[src/rtl/hazard_controller.sv]
// Hazard controller: EX/MEM/WB destination tracking, operand forwarding selects,
// load-use stall and a one-cycle wrong-path kill after a taken transfer in ID.
module hazard_controller #(
   parameter int REG_BITS = 3,
   parameter int CNT_BITS = 16
) (
   input  logic                clk,
   input  logic                rst_n,
   input  logic                id_valid,
   input  logic [REG_BITS-1:0] RA,
   input  logic [REG_BITS-1:0] RB,
   input  logic                id_usesA,
   input  logic                id_usesB,
   input  logic [REG_BITS-1:0] TargetDestinationRegister,
   input  logic                id_regwrite,
   input  logic                id_isload,
   input  logic                branch_taken,
   input  logic                jump,
   output logic [1:0]          ForwardA,
   output logic [1:0]          ForwardB,
   output logic                stall,
   output logic                kill,
   output logic [CNT_BITS-1:0] stall_count,
   output logic [CNT_BITS-1:0] kill_count
);

   typedef struct packed {
      logic                vld;
      logic [REG_BITS-1:0] rd;
      logic                regwrite;
      logic                isload;
   } slot_t;

   typedef enum logic {RUN, FLUSH} state_t;

   slot_t  ex_slot, mem_slot, wb_slot;
   slot_t  id_slot;
   state_t state, next_state;
   logic   load_hazard;
   logic   accept;

   // R0 is hardwired zero, so it never matches a producer.
   function automatic logic hit(input slot_t s, input logic [REG_BITS-1:0] src);
      return s.vld & s.regwrite & (s.rd == src) & (src != '0);
   endfunction

   function automatic logic [1:0] fwd_sel(input logic used, input logic [REG_BITS-1:0] src,
                                          input slot_t ex, input slot_t mem, input slot_t wb);
      logic [1:0] sel;
      sel = 2'd0;
      if (used) begin
         if (hit(ex, src))
            sel = 2'd1;
         else if (hit(mem, src))
            sel = 2'd2;
         else if (hit(wb, src))
            sel = 2'd3;
      end
      return sel;
   endfunction

   always_comb begin
      ForwardA    = fwd_sel(id_usesA, RA, ex_slot, mem_slot, wb_slot);
      ForwardB    = fwd_sel(id_usesB, RB, ex_slot, mem_slot, wb_slot);
      kill        = (state == FLUSH);
      load_hazard = ex_slot.isload &
                    ((id_usesA & hit(ex_slot, RA)) | (id_usesB & hit(ex_slot, RB)));
      stall       = id_valid & ~kill & load_hazard;
      accept      = id_valid & ~stall & ~kill;
      id_slot          = '0;
      id_slot.vld      = accept;
      id_slot.rd       = TargetDestinationRegister;
      id_slot.regwrite = id_regwrite;
      id_slot.isload   = id_isload;
   end

   // A stalled transfer is not taken yet; it is re-evaluated once the stall clears.
   always_comb begin
      next_state = state;
      case (state)
         RUN:     if (accept & (branch_taken | jump)) next_state = FLUSH;
         FLUSH:   next_state = RUN;
         default: next_state = RUN;
      endcase
   end

   always_ff @(posedge clk) begin
      if (!rst_n) begin
         ex_slot     <= '0;
         mem_slot    <= '0;
         wb_slot     <= '0;
         state       <= RUN;
         stall_count <= '0;
         kill_count  <= '0;
      end else begin
         ex_slot  <= id_slot;
         mem_slot <= ex_slot;
         wb_slot  <= mem_slot;
         state    <= next_state;
         if (stall && (stall_count != '1))
            stall_count <= stall_count + CNT_BITS'(1);
         if (kill && (kill_count != '1))
            kill_count <= kill_count + CNT_BITS'(1);
      end
   end

endmodule
[config.mk]
export PLATFORM = sky130hd
export DESIGN_NAME = hazard_controller
export DESIGN_NICKNAME = d
export VERILOG_FILES = /design/src/rtl/hazard_controller.sv
export SDC_FILE = /design/constraint.sdc
export NUM_CORES = 1
export LEC_CHECK = 0
export ABC_AREA = 1
export CORE_MARGIN = 3
export CORE_UTILIZATION = 50
export DETAILED_ROUTE_END_ITERATION = 10
export GPL_ROUTABILITY_DRIVEN = 0
export GPL_TIMING_DRIVEN = 0
export HOLD_SLACK_MARGIN = 0.08
export PLACE_DENSITY_LB_ADDON = 0.3
export SKIP_CTS_REPAIR_TIMING = 1
export SLEW_MARGIN = 0
export SYNTH_ARGS = -nofsm -noshare
export SYNTH_HDL_FRONTEND = slang
export SYNTH_SLANG_ARGS = --single-unit
[constraint.sdc]
create_clock -name clk -period 2.6 [get_ports clk]
set_clock_uncertainty 0.05 [all_clocks]
set_input_delay 0.26 -clock clk [delete_from_list [all_inputs] [get_ports clk]]
set_output_delay 0.26 -clock clk [all_outputs]
set_load 0.05 [all_outputs]
### After elaboration in Yosys (flattened, before gate mapping)

Index checks and enable logic that the tools add are counted.

* bits in registers: 49
* bits of input ports: 18
* logic and storage cells: 64
* output and inout bits: 38

* $add $sub $neg: 2
* bitwise gates (word level): 27
* mux-type cells: 10
* eq/ne operators: 8
* reduce and logical (&&, ||, !) cells: 4

Operator list (count)
* adder 16 x 1 -> 16 bit, second input constant: 2
* != test 16 bit, second input constant: 2
* AND 1 bit: 23
* equality test 3 bit: 6
* 2-to-1 mux 2 bit: 8
* nonzero test 3 bit: 2
* logical AND 1 bit: 2
* NOT 1 bit: 2
* OR 1 bit: 2
* one-hot mux 1 bit (2 select lines): 1
* 2-to-1 mux 1 bit: 1

### Logic depth before layout (Yosys ltp)

Gate-level depths: netlist of run 1.

* depth in word-level cells: 13
* gate-level depth with buffers: 13
* mapped depth without buffers: 12

### Worst setup path before layout of run 1

Ideal clock, no wire load.

* kind: register to output
* start point: reg wb_slot[3] (netlist name)
* end point: out ForwardB[0]
* stages on the path, launching flop included: 6
* buffers on the path: 0
* arrival: 1.853 ns
* path slack: 0.437 ns
* data required time: 2.290 ns
* path through: dfxtp_1 -> xnor2_1 -> nand3_1 -> nor3_1 -> nand2_1 -> o21ai_0

* longest elaborated chain between the ends: 7

Ends and longest elaborated chain
* start, declared: RTL line 36 `slot_t ex_slot, mem_slot, wb_slot;`
* start signal, assigned: RTL line 98 `wb_slot <= mem_slot;`
* equality test 3 bit: RTL line 44 `return s.vld & s.regwrite & (s.rd == src) & (src != '0);`
* AND 1 bit (2 in a row): RTL line 44
* 2-to-1 mux 2 bit: RTL line 56 `else if (hit(wb, src))`
* 2-to-1 mux 2 bit: RTL line 54 `else if (hit(mem, src))`
* 2-to-1 mux 2 bit: RTL line 52 `if (hit(ex, src))`
* 2-to-1 mux 2 bit: RTL line 51 `if (used) begin`
* end, declared: RTL line 20 `output logic [1:0] ForwardB,`

No other way between the ends.

### Final worst setup path of run 1

* start point: in RB[2]
* end point: out stall

* longest elaborated chain between the ends: 7
* elaborated cells between the ends (all ways): 8
* classes of those cells: eq/ne (1); bitwise (6); reduce/logical (1)

Ends and longest elaborated chain
* start, declared: RTL line 11 `input logic [REG_BITS-1:0] RB,`
* equality test 3 bit: RTL line 44
* AND 1 bit: RTL line 44
* AND 1 bit *: RTL line 44
* AND 1 bit *: RTL line 67 `((id_usesA & hit(ex_slot, RA)) | (id_usesB & hit(ex_slot, RB)));`
* OR 1 bit *: RTL line 67
* AND 1 bit *: RTL line 66 `load_hazard = ex_slot.isload &`
* AND 1 bit *: RTL line 68 `stall = id_valid & ~kill & load_hazard;`
* end, declared: RTL line 21 `output logic stall,`

Every way passes the cells marked *; elsewhere a longest branch is shown, timed or not.

==> results_dict.tcl, run 1 <==
set metrics [dict create \
    r2r-start "stall_count[0]" \
    arrival_ns 2.18 \
    hold_path_class "in2reg" \
    final_cell_mix "nand2_1 (118), inv_1 (67), nor2_1 (62)" \
    n_antenna_cell 0 \
    area_delta_synth_final_pct 27.9 \
    vias_per_cell 4.89 \
    antenna_found_initial 0 \
    finalHoldViolations 0 \
    dieArea_um2 6330 \
    synth_nets 435 \
    overflow 0 \
    synthesis.area_um2 2710 \
    avgRoutedWirePerCell_um 11.3 \
    grt-busiest-layer "met2" \
    holdCritStartpoint "rst_n" \
    clkLatencyLatePin_ns 0.30 \
    clk_pin_slew_ns 0.10 \
    io_pins 56 \
    min_period_ns 2.49 \
    drtPass1Iterations 4 \
    clockBufferDepth 2 \
    path_class "in2out" \
    rows 26 \
    cts_max_level 2 \
    utilization 0.670 \
    crit_fanout 10 \
    cp-start-kind "input pin" \
    yosys_warnings 0 \
    cp-startpoint "RB[2]" \
    clock_sink_count 49 \
    slew_violations 0 \
    drc 0 \
    setup_viol 0 \
    via_count 2677 \
    ir_worst_vdd_mv 0.314 \
    finalCritPeriodShare 0.959 \
    fp.dieH_um 79.6 \
    cts_buffers 5 \
    nets 496 \
    relSlewSlack 0.587 \
    mostFrequentLayoutCell "nand2_1" \
    maxCapViolCount 0 \
    grt_pass1_wl_um 10400 \
    finalWirelength_um 6160 \
    cellPowerDensity_nw_per_um2 420 \
    cts_tree "done" \
    cp-end-kind "primary output" \
    worst_slew_pin_slew_ns 0.617 \
    grt_start_max_net_pins 17 \
    fin_hold_ws_ns 0.303 \
    grt_util_met3 0.0406 \
    p_leak_nw 1.57 \
    use_met1 0.251 \
    drtAntennaViolNets 0 \
    dpl.hpwl_um 4630 \
    max_freq_mhz 401 \
    crit_required_ns 2.29 \
    yosys.cell_types.count 37 \
    ys_ff_latch 49 \
    gr-usage-met2 0.348 \
    die_x_um 79.6 \
    io_buffers 54 \
    grt_pass1_vias 2447 \
    async_flop_share 0 \
    status "finished clean" \
    setup_tns_ns 0 \
    yosysSeqAreaShare 0.362 \
    start_util 0.523 \
    synth_enable_flop_cells 0 \
    track_usage 0.201 \
    root_buffer "clkbuf_8" \
    core_area_um2 5170 \
    avgSynthCellArea_um2 6.52 \
    ys.flop_type "dfxtp_1" \
    drt_iter0_drc 87 \
    total_power_w 0.00145 \
    postSynthCellCount 415 \
    drive_gt1_frac 0.0776 \
]
-- where the power goes --
| part | internal (W) | switching, W | total, W |
|---|---|---|---|
| clock network | 0.000288 | 0.000265 | 0.000553 |
| registers | 0.000763 | 0.0000130 | 0.000776 |
| logic | 0.0000527 | 0.0000721 | 0.000125 |
| total | 0.00110 | 0.000350 | 0.00145 |
-- cells by family after synthesis --
family,Yosys count,share of synthesized area
simple gates,231,0.377
buf+inv,79,0.114
flops,49,0.362
compound gates,39,0.0887
xor+xnor,15,0.0485
fa+ha+maj,2,0.00924
-- per-layer routing --
layer | share of wire | up-vias
met2 | 0.48 | 67
met1 | 0.46 | 1202
met3 | 0.047 | 10
li1 | - | 1398
met5 | 0 | -
met4 | 0.012 | 0
-- synthesized netlist by cell type (all sizes together), types with 2 or more instances --
master,n,share of area
a21oi,16,0.030
buf,4,0.010
clkbuf,4,0.0055
dfxtp,49,0.36
ha,2,0.0092
inv,71,0.098
nand2,123,0.18
nand3,19,0.045
nand3b,3,0.0083
nand4,10,0.028
nor2,66,0.097
nor3,8,0.017
o21ai,14,0.030
o21bai,4,0.014
xnor2,8,0.026
xor2,7,0.023
-- stage by stage --
step	setup WS [ns]	area [µm²]	std cells
finish	0.107	3460	547
global placement	-0.254	3340	539
floorplan	0.437	2710	415
global route	-0.000962	3460	547
CTS	-0.278	3450	547
detailed placement	-0.257	3340	539
-- worst max-delay path, stage by stage --
cell and delay, ns:
clkdlybuf4s50_1 0.56, inv_1 0.09, nand2_2 0.09, nand2_1 0.06, nor2_2 0.12, nand3_2 0.12, nand2_4 0.14, nand3_4 0.10
buf_6 0.18, inv_1 0.05, dlymetal6s2s_1 0.41
-- registers in the layout (all words and copies together) (netlist names) --
name,cells
ex_slot,6
wb_slot,5
mem_slot,5
kill_count,16
stall_count,16
kill,1
-- cell type report --
type,instances,area (µm²)
Buffer,8,42.5
Inverter,71,267
Clock buffer,5,68.8
Fill cell,447,1710
Sequential cell,49,981
Tap cell,70,87.6
Clock inverter,3,46.3
Timing Repair Buffer,54,553
Multi-Input combinational cell,287,1420
-- final timing paths --
| path | cells past startpoint | to | slack [ns] |
|---|---|---|---|
| max reg2reg | 11 | stall_count[13] | 0.68 |
| min reg2reg | 2 | wb_slot[5] | 0.38 |
| min | 3 | kill_count[6] | 0.30 |
| max | 11 | stall | 0.11 |
No activity file was read; power rests on OpenSTA's default activity.
==> run 2, diff against run 1 <==
==> constraint.sdc (replaced) <==
create_clock -name clk -period 2.5 [get_ports clk]
set_clock_uncertainty 0.05 [all_clocks]
set_input_delay 0.25 -clock clk [delete_from_list [all_inputs] [get_ports clk]]
set_output_delay 0.25 -clock clk [all_outputs]
set_load 0.05 [all_outputs]
==> run 2 against run 1 <==
Net effect: critical path type unchanged; design area down 0.43%; sequential power rose by 4.0%; worst setup slack improved by 0.056 ns; power increased by 3.7%; critical path depth unchanged; first-iteration DRC count fell by 2.3%; flip-flop and latch count unchanged; cell count unchanged; combinational power is 4% higher.
==> results_dict.tcl, run 2 (same netlist as run 1, synthesis figures left out) <==
set metrics [dict create \
    drc 0 \
    post_dp_cell_area_um2 3340 \
    grt_pass1_vias 2447 \
    reg_top3 "kill_count (16), stall_count (16), ex_slot (6)" \
    grt_pass1_wl_um 10400 \
    intPower_w 0.00115 \
    drive_gt1_frac 0.0818 \
    path_common_cell "inv_1" \
    root_buffer "clkbuf_8" \
    clockPowerShare 0.379 \
    area_delta_synth_final_pct 27.4 \
    start_util 0.523 \
    crit_fanout 10 \
    worst_slew_pin_slew_ns 0.615 \
    via_count 2653 \
    drtAntennaViolNets 0 \
    cts_max_level 2 \
    avgRoutedWirePerCell_um 11.2 \
    grt_start_max_net_pins 17 \
    n_antenna_cell 0 \
    fp.dieH_um 79.6 \
    clockBufferDepth 2 \
    status "finished clean" \
    die_x_um 79.6 \
    overflow 0 \
    cellPowerDensity_nw_per_um2 437 \
    rows 26 \
    p_leak_nw 1.53 \
    setup_ws_ns 0.163 \
    relSlewSlack 0.588 \
    finalCritPeriodShare 0.935 \
    cts_buffers 5 \
    min_period_ns 2.34 \
    final_cell_mix "nand2_1 (118), inv_1 (67), nor2_1 (62)" \
    switching_share 0.239 \
    arrival_ns 2.04 \
    io_buffers 54 \
    path_cells "clkdlybuf4s50_1 -> inv_1 -> nand2_2 -> nand2_1 -> nor2_2 -> nand3_2 -> nand2_4 -> nand3_4 -> buf_6 -> inv_1 -> clkbuf_2" \
    core_area_um2 5170 \
    vias_per_cell 4.85 \
    track_usage 0.201 \
    cp-end-kind "primary output" \
    finalWirelength_um 6150 \
    fin_area_um2 3450 \
    clk_pin_slew_ns 0.09 \
    clkLatencyLatePin_ns 0.30 \
    maxCapViolCount 0 \
    ir_worst_vdd_mv 0.318 \
    slowest_stage "clkdlybuf4s50_1" \
    crit_required_ns 2.20 \
    antenna_found_initial 0 \
    total_power_w 0.00151 \
    nets 496 \
    rsz0062_at_grt "false" \
    setup_viol 0 \
    setup_tns_ns 0 \
    pwr-share-seq 0.535 \
    dpl.hpwl_um 4630 \
    hold_path_class "in2reg" \
    clock_sink_count 49 \
    p_switching_w 0.000360 \
    mostFrequentLayoutCell "nand2_1" \
    critPathMaxStageDelay_ns 0.56 \
    drt_iter0_drc 85 \
    io_pins 56 \
    slew_violations 0 \
    fin_hold_ws_ns 0.298 \
    max_freq_mhz 428 \
    finalHoldViolations 0 \
    cts_tree "done" \
    combPwrFrac 0.086 \
    dp_slack_ns -0.337 \
    cp-start-kind "input pin" \
    dieArea_um2 6330 \
    drtPass1Iterations 4 \
    path_class "in2out" \
]
run 2: changes by cell type in the layout (fill, tap and decap cells not counted):
cell	previous run	this run
clkbuf_2	0	2
dlymetal6s2s_1	5	3
run 2: layout make-up:
class / count / area [µm²]
fill: 449 / 1720
multi-input combinational: 287 / 1420
sequential: 49 / 981
timing repair buffer: 54 / 538
inverter: 71 / 267
tap: 70 / 87.6
clock buffer: 5 / 68.8
clock inverter: 3 / 46.3
buffer: 8 / 42.5
run 2: through the flow:
stage / utilization / std cells
3_5_place_dp: 0.645 / 539
3_3_place_gp: 0.645 / 539
4_1_cts: 0.667 / 547
6_report: 0.667 / 547
5_1_grt: 0.667 / 547
2_1_floorplan: - / 415
run 2: metal layers:
metal	GRT usage	share of wire	vias to the layer above
li1	-	-	1398
met1	0.251	0.46	1190
met2	0.348	0.49	59
met3	0.0406	0.044	6
met4	0.0550	0.0094	0
met5	0	0	-
run 2: worst paths after layout:
kind | start | to | slack [ns] | cells past startpoint
setup reg to reg | stall_count[0] | stall_count[13] | 0.58 | 11
hold reg to reg | ex_slot[5] | mem_slot[5] | 0.38 | 2
setup / recovery | RB[2] | stall | 0.16 | 11
hold / removal | rst_n | kill_count[6] | 0.30 | 3
run 2: worst max-delay path, delay by kind of cell:
family | cells | cell delay, ns
buf+inv | 5 | 1.15
simple gates | 6 | 0.63
run 2: power groups by stage:
stage	Clock (W)	Combinational (W)	Sequential, W
6_report	0.000571	0.000130	0.000807
5_1_grt	0.000611	0.000143	0.000809
4_1_cts	0.000596	0.000130	0.000807
3_5_place_dp	0	0.000129	0.000825
3_3_place_gp	0	0.000127	0.000824
2_1_floorplan	0	0.0000681	0.000830
